==> src/rtl/axis_packetizer.sv <==
// axis_packetizer_pkg + axis_packetizer
//
// Purpose: this is the network-interface stage that sits in front of a router
// input channel. It takes one command (destination x/y and payload length)
// and a raw AXI-Stream payload. It emits one NoC packet: a routing header beat
// (TID = ROUTING_HEADER), then exactly LEN payload beats taken straight from
// the source. TLAST is set on the last payload beat, which is the beat where
// the downstream arbiter releases its grant.
//
// Ports:
//   clk_i, rst_n_i      clock; asynchronous active-low reset
//   cmd_valid_i/_ready_o command handshake
//   cmd_dest_x_i/_y_i   target router column / row
//   cmd_len_i           payload beats after the header (1..255; 0 is rejected)
//   s_mosi_i/s_miso_o   payload source (AXI-Stream slave side)
//   m_mosi_o/m_miso_i   towards the router input channel (AXI-Stream master)
//   busy_o              high while a packet is in flight
//   err_o               one-cycle pulse after a zero-length command
//   dbg_state_o         current FSM state (IDLE=0, HEADER=1, PAYLOAD=2)
//
// Handshake semantics (all three interfaces): a transfer happens on a rising
// clock edge where valid and ready are both high. The header beat holds valid
// and data stable until it is accepted. Payload beats mirror the source's
// valid, so the source stays responsible for its own stability.

package axis_packetizer_pkg;
  localparam int AXIS_DATA_WIDTH = 32;
  localparam int AXIS_ID_WIDTH   = 4;
  localparam int AXIS_KEEP_WIDTH = AXIS_DATA_WIDTH / 8;

  localparam logic [AXIS_ID_WIDTH-1:0] ROUTING_HEADER = '0;

  typedef struct packed {
    logic                       tvalid;
    logic [AXIS_DATA_WIDTH-1:0] tdata;
    logic [AXIS_KEEP_WIDTH-1:0] tkeep;
    logic                       tlast;
    logic [AXIS_ID_WIDTH-1:0]   tid;
    logic                       tuser;
  } axis_mosi_t;

  typedef struct packed {
    logic tready;
  } axis_miso_t;

  typedef enum logic [1:0] {
    ST_IDLE    = 2'd0,
    ST_HEADER  = 2'd1,
    ST_PAYLOAD = 2'd2
  } pkt_state_e;
endpackage

module axis_packetizer
  import axis_packetizer_pkg::*;
#(
  parameter int DATA_WIDTH    = AXIS_DATA_WIDTH,
  parameter int ID_WIDTH      = AXIS_ID_WIDTH,
  parameter int MAX_ROUTERS_X = 4,
  parameter int MAX_ROUTERS_Y = 4,
  parameter int ROUTER_X      = 0,
  parameter int ROUTER_Y      = 0,
  parameter int PAYLOAD_TID   = 1,
  localparam int XW = $clog2(MAX_ROUTERS_X),
  localparam int YW = $clog2(MAX_ROUTERS_Y)
) (
  input  logic          clk_i,
  input  logic          rst_n_i,
  input  logic          cmd_valid_i,
  output logic          cmd_ready_o,
  input  logic [XW-1:0] cmd_dest_x_i,
  input  logic [YW-1:0] cmd_dest_y_i,
  input  logic [7:0]    cmd_len_i,
  input  axis_mosi_t    s_mosi_i,
  output axis_miso_t    s_miso_o,
  output axis_mosi_t    m_mosi_o,
  input  axis_miso_t    m_miso_i,
  output logic          busy_o,
  output logic          err_o,
  output logic [1:0]    dbg_state_o
);

  // The bit positions of the header fields.
  localparam int DY_LO  = 0;
  localparam int DX_LO  = YW;
  localparam int SY_LO  = XW + YW;
  localparam int SX_LO  = XW + 2 * YW;
  localparam int LEN_LO = 2 * (XW + YW);

  // Elaboration-time sanity checks on the parameter set.
  if (DATA_WIDTH != AXIS_DATA_WIDTH) begin : g_chk_dw
    $error("axis_packetizer: DATA_WIDTH must match the axis_mosi_t TDATA width");
  end
  if (ID_WIDTH != AXIS_ID_WIDTH) begin : g_chk_idw
    $error("axis_packetizer: ID_WIDTH must match the axis_mosi_t TID width");
  end
  if (DATA_WIDTH < LEN_LO + 8) begin : g_chk_hdr
    $error("axis_packetizer: DATA_WIDTH too small for the routing header");
  end
  if (XW != YW) begin : g_chk_xy
    $error("axis_packetizer: X and Y coordinate widths must be equal");
  end
  if (PAYLOAD_TID == int'(ROUTING_HEADER)) begin : g_chk_tid
    $error("axis_packetizer: PAYLOAD_TID must differ from ROUTING_HEADER");
  end

  localparam logic [XW-1:0]       SRC_X   = XW'(ROUTER_X);
  localparam logic [YW-1:0]       SRC_Y   = YW'(ROUTER_Y);
  localparam logic [ID_WIDTH-1:0] PAY_TID = ID_WIDTH'(PAYLOAD_TID);

  pkt_state_e          state_q, state_d;
  logic [XW-1:0]       dest_x_q, dest_x_d;
  logic [YW-1:0]       dest_y_q, dest_y_d;
  logic [7:0]          len_q, len_d;
  logic [7:0]          cnt_q, cnt_d;
  logic                err_q, err_d;
  logic [DATA_WIDTH-1:0] header_w;

  // Routing header, built from the latched command. Unused upper bits are zero.
  always_comb begin
    header_w                        = '0;
    header_w[DY_LO +: YW]           = dest_y_q;
    header_w[DX_LO +: XW]           = dest_x_q;
    header_w[SY_LO +: YW]           = SRC_Y;
    header_w[SX_LO +: XW]           = SRC_X;
    header_w[LEN_LO +: 8]           = len_q;
  end

  always_comb begin
    state_d     = state_q;
    dest_x_d    = dest_x_q;
    dest_y_d    = dest_y_q;
    len_d       = len_q;
    cnt_d       = cnt_q;
    err_d       = 1'b0;
    cmd_ready_o = 1'b0;
    m_mosi_o    = '0;
    s_miso_o    = '0;

    unique case (state_q)
      ST_IDLE: begin
        cmd_ready_o = 1'b1;
        if (cmd_valid_i) begin
          if (cmd_len_i != 8'd0) begin
            dest_x_d = cmd_dest_x_i;
            dest_y_d = cmd_dest_y_i;
            len_d    = cmd_len_i;
            state_d  = ST_HEADER;
          end else begin
            // A zero-length command is consumed and produces no packet.
            err_d = 1'b1;
          end
        end
      end

      ST_HEADER: begin
        m_mosi_o.tvalid = 1'b1;
        m_mosi_o.tid    = ROUTING_HEADER;
        m_mosi_o.tdata  = header_w;
        if (m_miso_i.tready) begin
          cnt_d   = len_q;
          state_d = ST_PAYLOAD;
        end
      end

      ST_PAYLOAD: begin
        // Zero-latency pass-through. Only TID and TLAST are replaced. The
        // source's own TLAST is ignored because the count sets the boundary.
        m_mosi_o        = s_mosi_i;
        m_mosi_o.tid    = PAY_TID;
        m_mosi_o.tlast  = (cnt_q == 8'd1);
        s_miso_o.tready = m_miso_i.tready;
        if (s_mosi_i.tvalid && m_miso_i.tready) begin
          // cnt_q >= 1 here, because zero-length commands never leave IDLE.
          cnt_d = cnt_q - 8'd1;
          if (cnt_q == 8'd1) begin
            state_d = ST_IDLE;
          end
        end
      end

      default: state_d = ST_IDLE;
    endcase
  end

  always_ff @(posedge clk_i or negedge rst_n_i) begin
    if (!rst_n_i) begin
      state_q  <= ST_IDLE;
      dest_x_q <= '0;
      dest_y_q <= '0;
      len_q    <= '0;
      cnt_q    <= '0;
      err_q    <= 1'b0;
    end else begin
      state_q  <= state_d;
      dest_x_q <= dest_x_d;
      dest_y_q <= dest_y_d;
      len_q    <= len_d;
      cnt_q    <= cnt_d;
      err_q    <= err_d;
    end
  end

  assign busy_o      = (state_q != ST_IDLE);
  assign err_o       = err_q;
  assign dbg_state_o = state_q;

endmodule
==> config.mk <==
export PLATFORM = sky130hd
export DESIGN_NAME = axis_packetizer
export DESIGN_NICKNAME = d
export VERILOG_FILES = /design/src/rtl/axis_packetizer.sv
export SDC_FILE = /design/constraint.sdc
export NUM_CORES = 1
export LEC_CHECK = 0
export ABC_AREA = 1
export BUFFER_PORTS_ARGS = -buffer_cell sky130_fd_sc_hd__buf_2
export CORE_AREA = 2 2 68 70
export CTS_BUF_LIST = sky130_fd_sc_hd__clkbuf_8
export CTS_CLUSTER_DIAMETER = 100
export DETAILED_ROUTE_END_ITERATION = 10
export DIE_AREA = 0 0 70 72
export HOLD_SLACK_MARGIN = 0.02
export PLACE_DENSITY = 0.78
export SLEW_MARGIN = 40
export SYNTH_ARGS = -nofsm -noshare
export SYNTH_HDL_FRONTEND = slang
export SYNTH_SLANG_ARGS = --single-unit
==> constraint.sdc <==
create_clock -name clk_i -period 1.5 [get_ports clk_i]
set_clock_uncertainty 0.05 [all_clocks]
set_input_delay 0.3 -clock clk_i [delete_from_list [all_inputs] [get_ports clk_i]]
set_output_delay 0.3 -clock clk_i [all_outputs]
set_load 0.1 [all_outputs]
* Word level (Yosys, flattened, before mapping)
Index checks and enable logic that the tools add are counted.
** Cells by class
- Divide/modulo/power cells :: 0
- Equality and inequality tests :: 8
- $lt $le $gt $ge :: 0
- Reductions and logical operators :: 8
- $mul :: 0
- Add/sub/neg operators :: 1
- Bitwise gates (word level) :: 0
- Multiplexer cells :: 18
- Shifts and indexed selects :: 0
** Operators by type and width (number)
- $pmux W33 S2 :: 1
- $mux W8 :: 2
- $pmux W8 S2 :: 1
- $mux W2 :: 5
- $ne A2 B2 Y1 const B :: 5
- $eq A8 B1 Y1 const B :: 1
- $reduce_bool A8 Y1 :: 1
- $sub A8 B1 Y8 const B :: 1
- $mux W1 :: 7
- $pmux W2 S3 :: 1
- $reduce_and A3 Y1 :: 2
- $mux W5 :: 1
- $reduce_and A5 Y1 :: 1
- $reduce_bool A2 Y1 :: 2
- $eq A2 B1 Y1 const B :: 1
- $eq A2 B2 Y1 const B :: 1
- $logic_not A2 Y1 :: 1
- $logic_and A1 B1 Y1 :: 1
** Word-level totals
- Output and inout port bits :: 49
- Memories kept :: 0
- Word-level logic and storage cells :: 41
- Bits of input ports :: 59
- Latch bits :: 0
- Memory bits (read-only) :: 0
- Register bits after elaboration :: 23
- Memory bits (writable) :: 0

* Longest topological paths before layout
- Depth after elaboration :: 4
- Mapped depth :: 10
- Depth with buffers taken out :: 9

* Least setup slack after synthesis
Ideal clock, no wire load.
- Kind :: register to output
- Start :: reg state_q[1], in the netlist dbg_state_o[1]
- End :: out m_mosi_o[5] (netlist bit)
- Slack :: -3132 ps
- Arrival time :: 4282 ps
- Required time :: 1150 ps
- Stages on the path, launching flop included :: 5
- Buffers on the path :: 1
- Cell sequence :: dfrtp_1 -> ha_1 -> buf_6 -> inv_4 -> nor3_1
** RTL lines
- start, declared :: line 110 : pkt_state_e state_q, state_d;
- start signal, assigned :: line 194 : state_q <= state_d;
- end, declared :: line 75 : output axis_mosi_t m_mosi_o,

==> results.json <==
{
  "status": "finished with violations",
  "violations": "negative setup slack",
  "final_layout_size_suffix_gt1_share_pct": 59.6,
  "p_sw_uw": 5310,
  "combPwrFrac_pct": 82.1,
  "min_path_cells": 3,
  "wl_met3_um": 704,
  "synth_area_um2": 1680,
  "clkTransAtPathRegs_ps": 100,
  "syn-mean-instance-area_um2": 6.29,
  "fin_nets": 454,
  "num_vias": 2427,
  "die-area_um2": 5040,
  "drt-total-wl_um": 8450,
  "ys_ff_latch": 23,
  "nFillCells": 179,
  "wl_met2_um": 4280,
  "root_buffer": "clkbuf_8",
  "pre_cts_ws_ps": -289,
  "cp-startpoint": "dbg_state_o[0]$_DFFE_PN0P_",
  "reg2reg_to": "cnt_q[7]$_DFFE_PN0P_",
  "final_max_slew_viol_count": 0,
  "die-width_um": 70,
  "dp_hpwl_um": 4990,
  "rsz0062_at_grt": "true",
  "numCtsBuffers": 3,
  "final_cell_mix": "nand2_1, buf_2, buf_12",
  "end_kind": "output pin",
  "rows": 24,
  "viasPerCell": 5.50,
  "synth_cells": 267,
  "path_max_fanout": 13,
  "seq_area_um2": 583,
  "grtUsageTotal_pct": 28.4,
  "whs_endpoint": "dest_y_q[1]$_DFFE_PN0P_",
  "routedWlPerCell_um": 19.2,
  "tightest_slew_ps": 555,
  "dpl-instance-area_um2": 3340,
  "max-cap-violations": 0,
  "drtPass1Iterations": 5,
  "worst-r2r-cell-count": 9,
  "gp_congestion": 0.864,
  "power_leakage_uw": 0.00160,
  "stdcell_area_um2": 3690,
  "num_antenna_cells": 0,
  "ios": 108,
  "grt-ovfl-total": 0,
  "grt_pass1_vias": 2322,
  "hold_viol_final": 0,
  "drt_iter0_drc": 260,
  "swShare_pct": 58.9,
  "ir_drop_mv": 1.35,
  "port_buffers": 99,
  "clockPowerShare_pct": 4.6,
  "crit_required_ps": 1150,
  "grt_pass1_wl_um": 11400,
  "seqPwrFrac_pct": 13.3,
  "synth_cell_type_count": 25,
  "finalSetupViolations": 54,
  "drcViolationCount": 0,
  "grt_max_degree": 24,
  "total_power_uw": 9010,
  "drt-met1-wl_um": 2930,
  "p_int_uw": 3700,
  "cts.sinks": 23,
  "slew-limit-headroom_pct": 63.0,
  "die_h_um": 72,
  "max_freq_ghz": 0.472,
  "worstSkewPairLatency_ps": 290,
  "multiInputGateArea_um2": 1210,
  "htree_levels": 1,
  "drtAntennaViolNets": 0,
  "p_per_area_nw_per_um2": 2440,
  "fin_crit_sh_pct": 141,
  "cts.path.max_buffers": 2,
  "period_needed_ps": 2120,
  "yosysWarningCount": 0,
  "critPathLaunchType": "flip-flop",
  "setup_ws_ps": -617,
  "final_util_pct": 86.6,
  "min_from": "cmd_dest_y_i[1]",
  "worstReg2RegStart": "dbg_state_o[1]$_DFFE_PN0P_",
  "antenna_found_initial": 0,
  "ys_seq_area_share_pct": 34.3,
  "hold_class": "in2reg",
  "finalSetupTns_ps": -25620,
  "worstPathArrival_ps": 1770,
  "initial_core_util_pct": 39.4,
  "layout_commonest_cell": "nand2_1",
  "worstSetupPathType": "reg2out",
  "area_growth_syn_to_layout_pct": 120,
  "top_layer": "met4",
  "coreArea_um2": 4260,
  "reg2reg_slack_ps": -390,
  "cts_tree": "done"
}
[power groups by stage]
stage / Combinational (uW) / Clock, uW / Sequential, uW
finish: 7400 / 416 / 1200
CTS: 6820 / 391 / 1140
global placement: 6350 / 0 / 1130
detailed placement: 6530 / 0 / 1140
floorplan: 4150 / 0 / 1260
global route: 7680 / 437 / 1220
[flip-flops by register name (all words and copies together), names as in the netlist]
name,cells
cnt_q,8
len_q,8
dbg_state_o,2
dest_x_q,2
dest_y_q,2
err_o,1
[Yosys cell counts, drive strengths merged]
| cell type | number | share of area (%) |
|---|---|---|
| ha | 5 | 3.7 |
| dfrtp | 23 | 34 |
| nand2 | 114 | 26 |
| buf | 11 | 4.6 |
| nor2 | 21 | 5.9 |
| clkbuf | 1 | 0.22 |
| nand4 | 1 | 0.37 |
| conb | 1 | 0.22 |
| nand3 | 4 | 1.9 |
| o211ai | 1 | 0.45 |
| o21ai | 19 | 5.7 |
| inv | 45 | 10 |
| a22oi | 1 | 0.45 |
| a21oi | 18 | 5.6 |
| nor3 | 2 | 0.60 |
[metal layers]
metal  GRT usage [%]  up-vias
li1                -     1043
met1            33.8     1125
met2            52.3      206
met3            3.19       53
met4            11.8        0
met5               0        -
[timing repair]
item,in CTS,in global routing
hold endpoints to repair,23,0
setup endpoints to repair,54,66
cloned,1,0
hold buffers,1,0
buffers inserted,3,6
pin swaps,8,6
resized for setup,46,32
[worst max-delay path, stage by stage (launching register included)]
cell and delay [ps]:
dfrtp_4 510, inv_4 100, ha_4 230, buf_12 160, nand2_1 110, a21oi_4 180
buf_12 190
[through the flow]
| step | instances | hold WS, ps |
|---|---|---|
| floorplan | 269 | -45.6 |
| finish | 441 | 173 |
| CTS | 436 | 179 |
| global route | 441 | 183 |
| global placement | 428 | 252 |
| detailed placement | 428 | 256 |
[worst max-delay path by stage]
stage | slack [ps] | end | cells after the start
3_5_place_dp | -290 | m_mosi_o[42] | 6
3_3_place_gp | -210 | m_mosi_o[42] | 6
4_1_cts | -520 | m_mosi_o[22] | 6
6_report | -620 | m_mosi_o[25] | 6
5_1_grt | -630 | m_mosi_o[25] | 6
2_1_floorplan | -930 | m_mosi_o[5] | 5
[cells by family (layout without fill, tap and decap cells)]
logic type / count (synthesis) / count (layout) / synth area share, %
adders and majority gates: 5 / 5 / 3.73
AOI/OAI and AO/OA: 39 / 39 / 12.1
other: 1 / 3 / 0.223
buffers and inverters: 57 / 177 / 15.1
DFF: 23 / 23 / 34.3
and+or+nand+nor: 142 / 142 / 34.6
[final cells by class]
| cell class | instances | area share (%) |
|---|---|---|
| Sequential cell | 23 | 15.8 |
| Inverter | 45 | 7.83 |
| Tap cell | 52 | 1.76 |
| Clock inverter | 1 | 0.102 |
| Clock buffer | 3 | 1.12 |
| Timing Repair Buffer | 127 | 40.4 |
| Timing Repair inverter | 1 | 0.102 |
| Multi-Input combinational cell | 189 | 32.9 |
(Power assumes the default switching activity.)
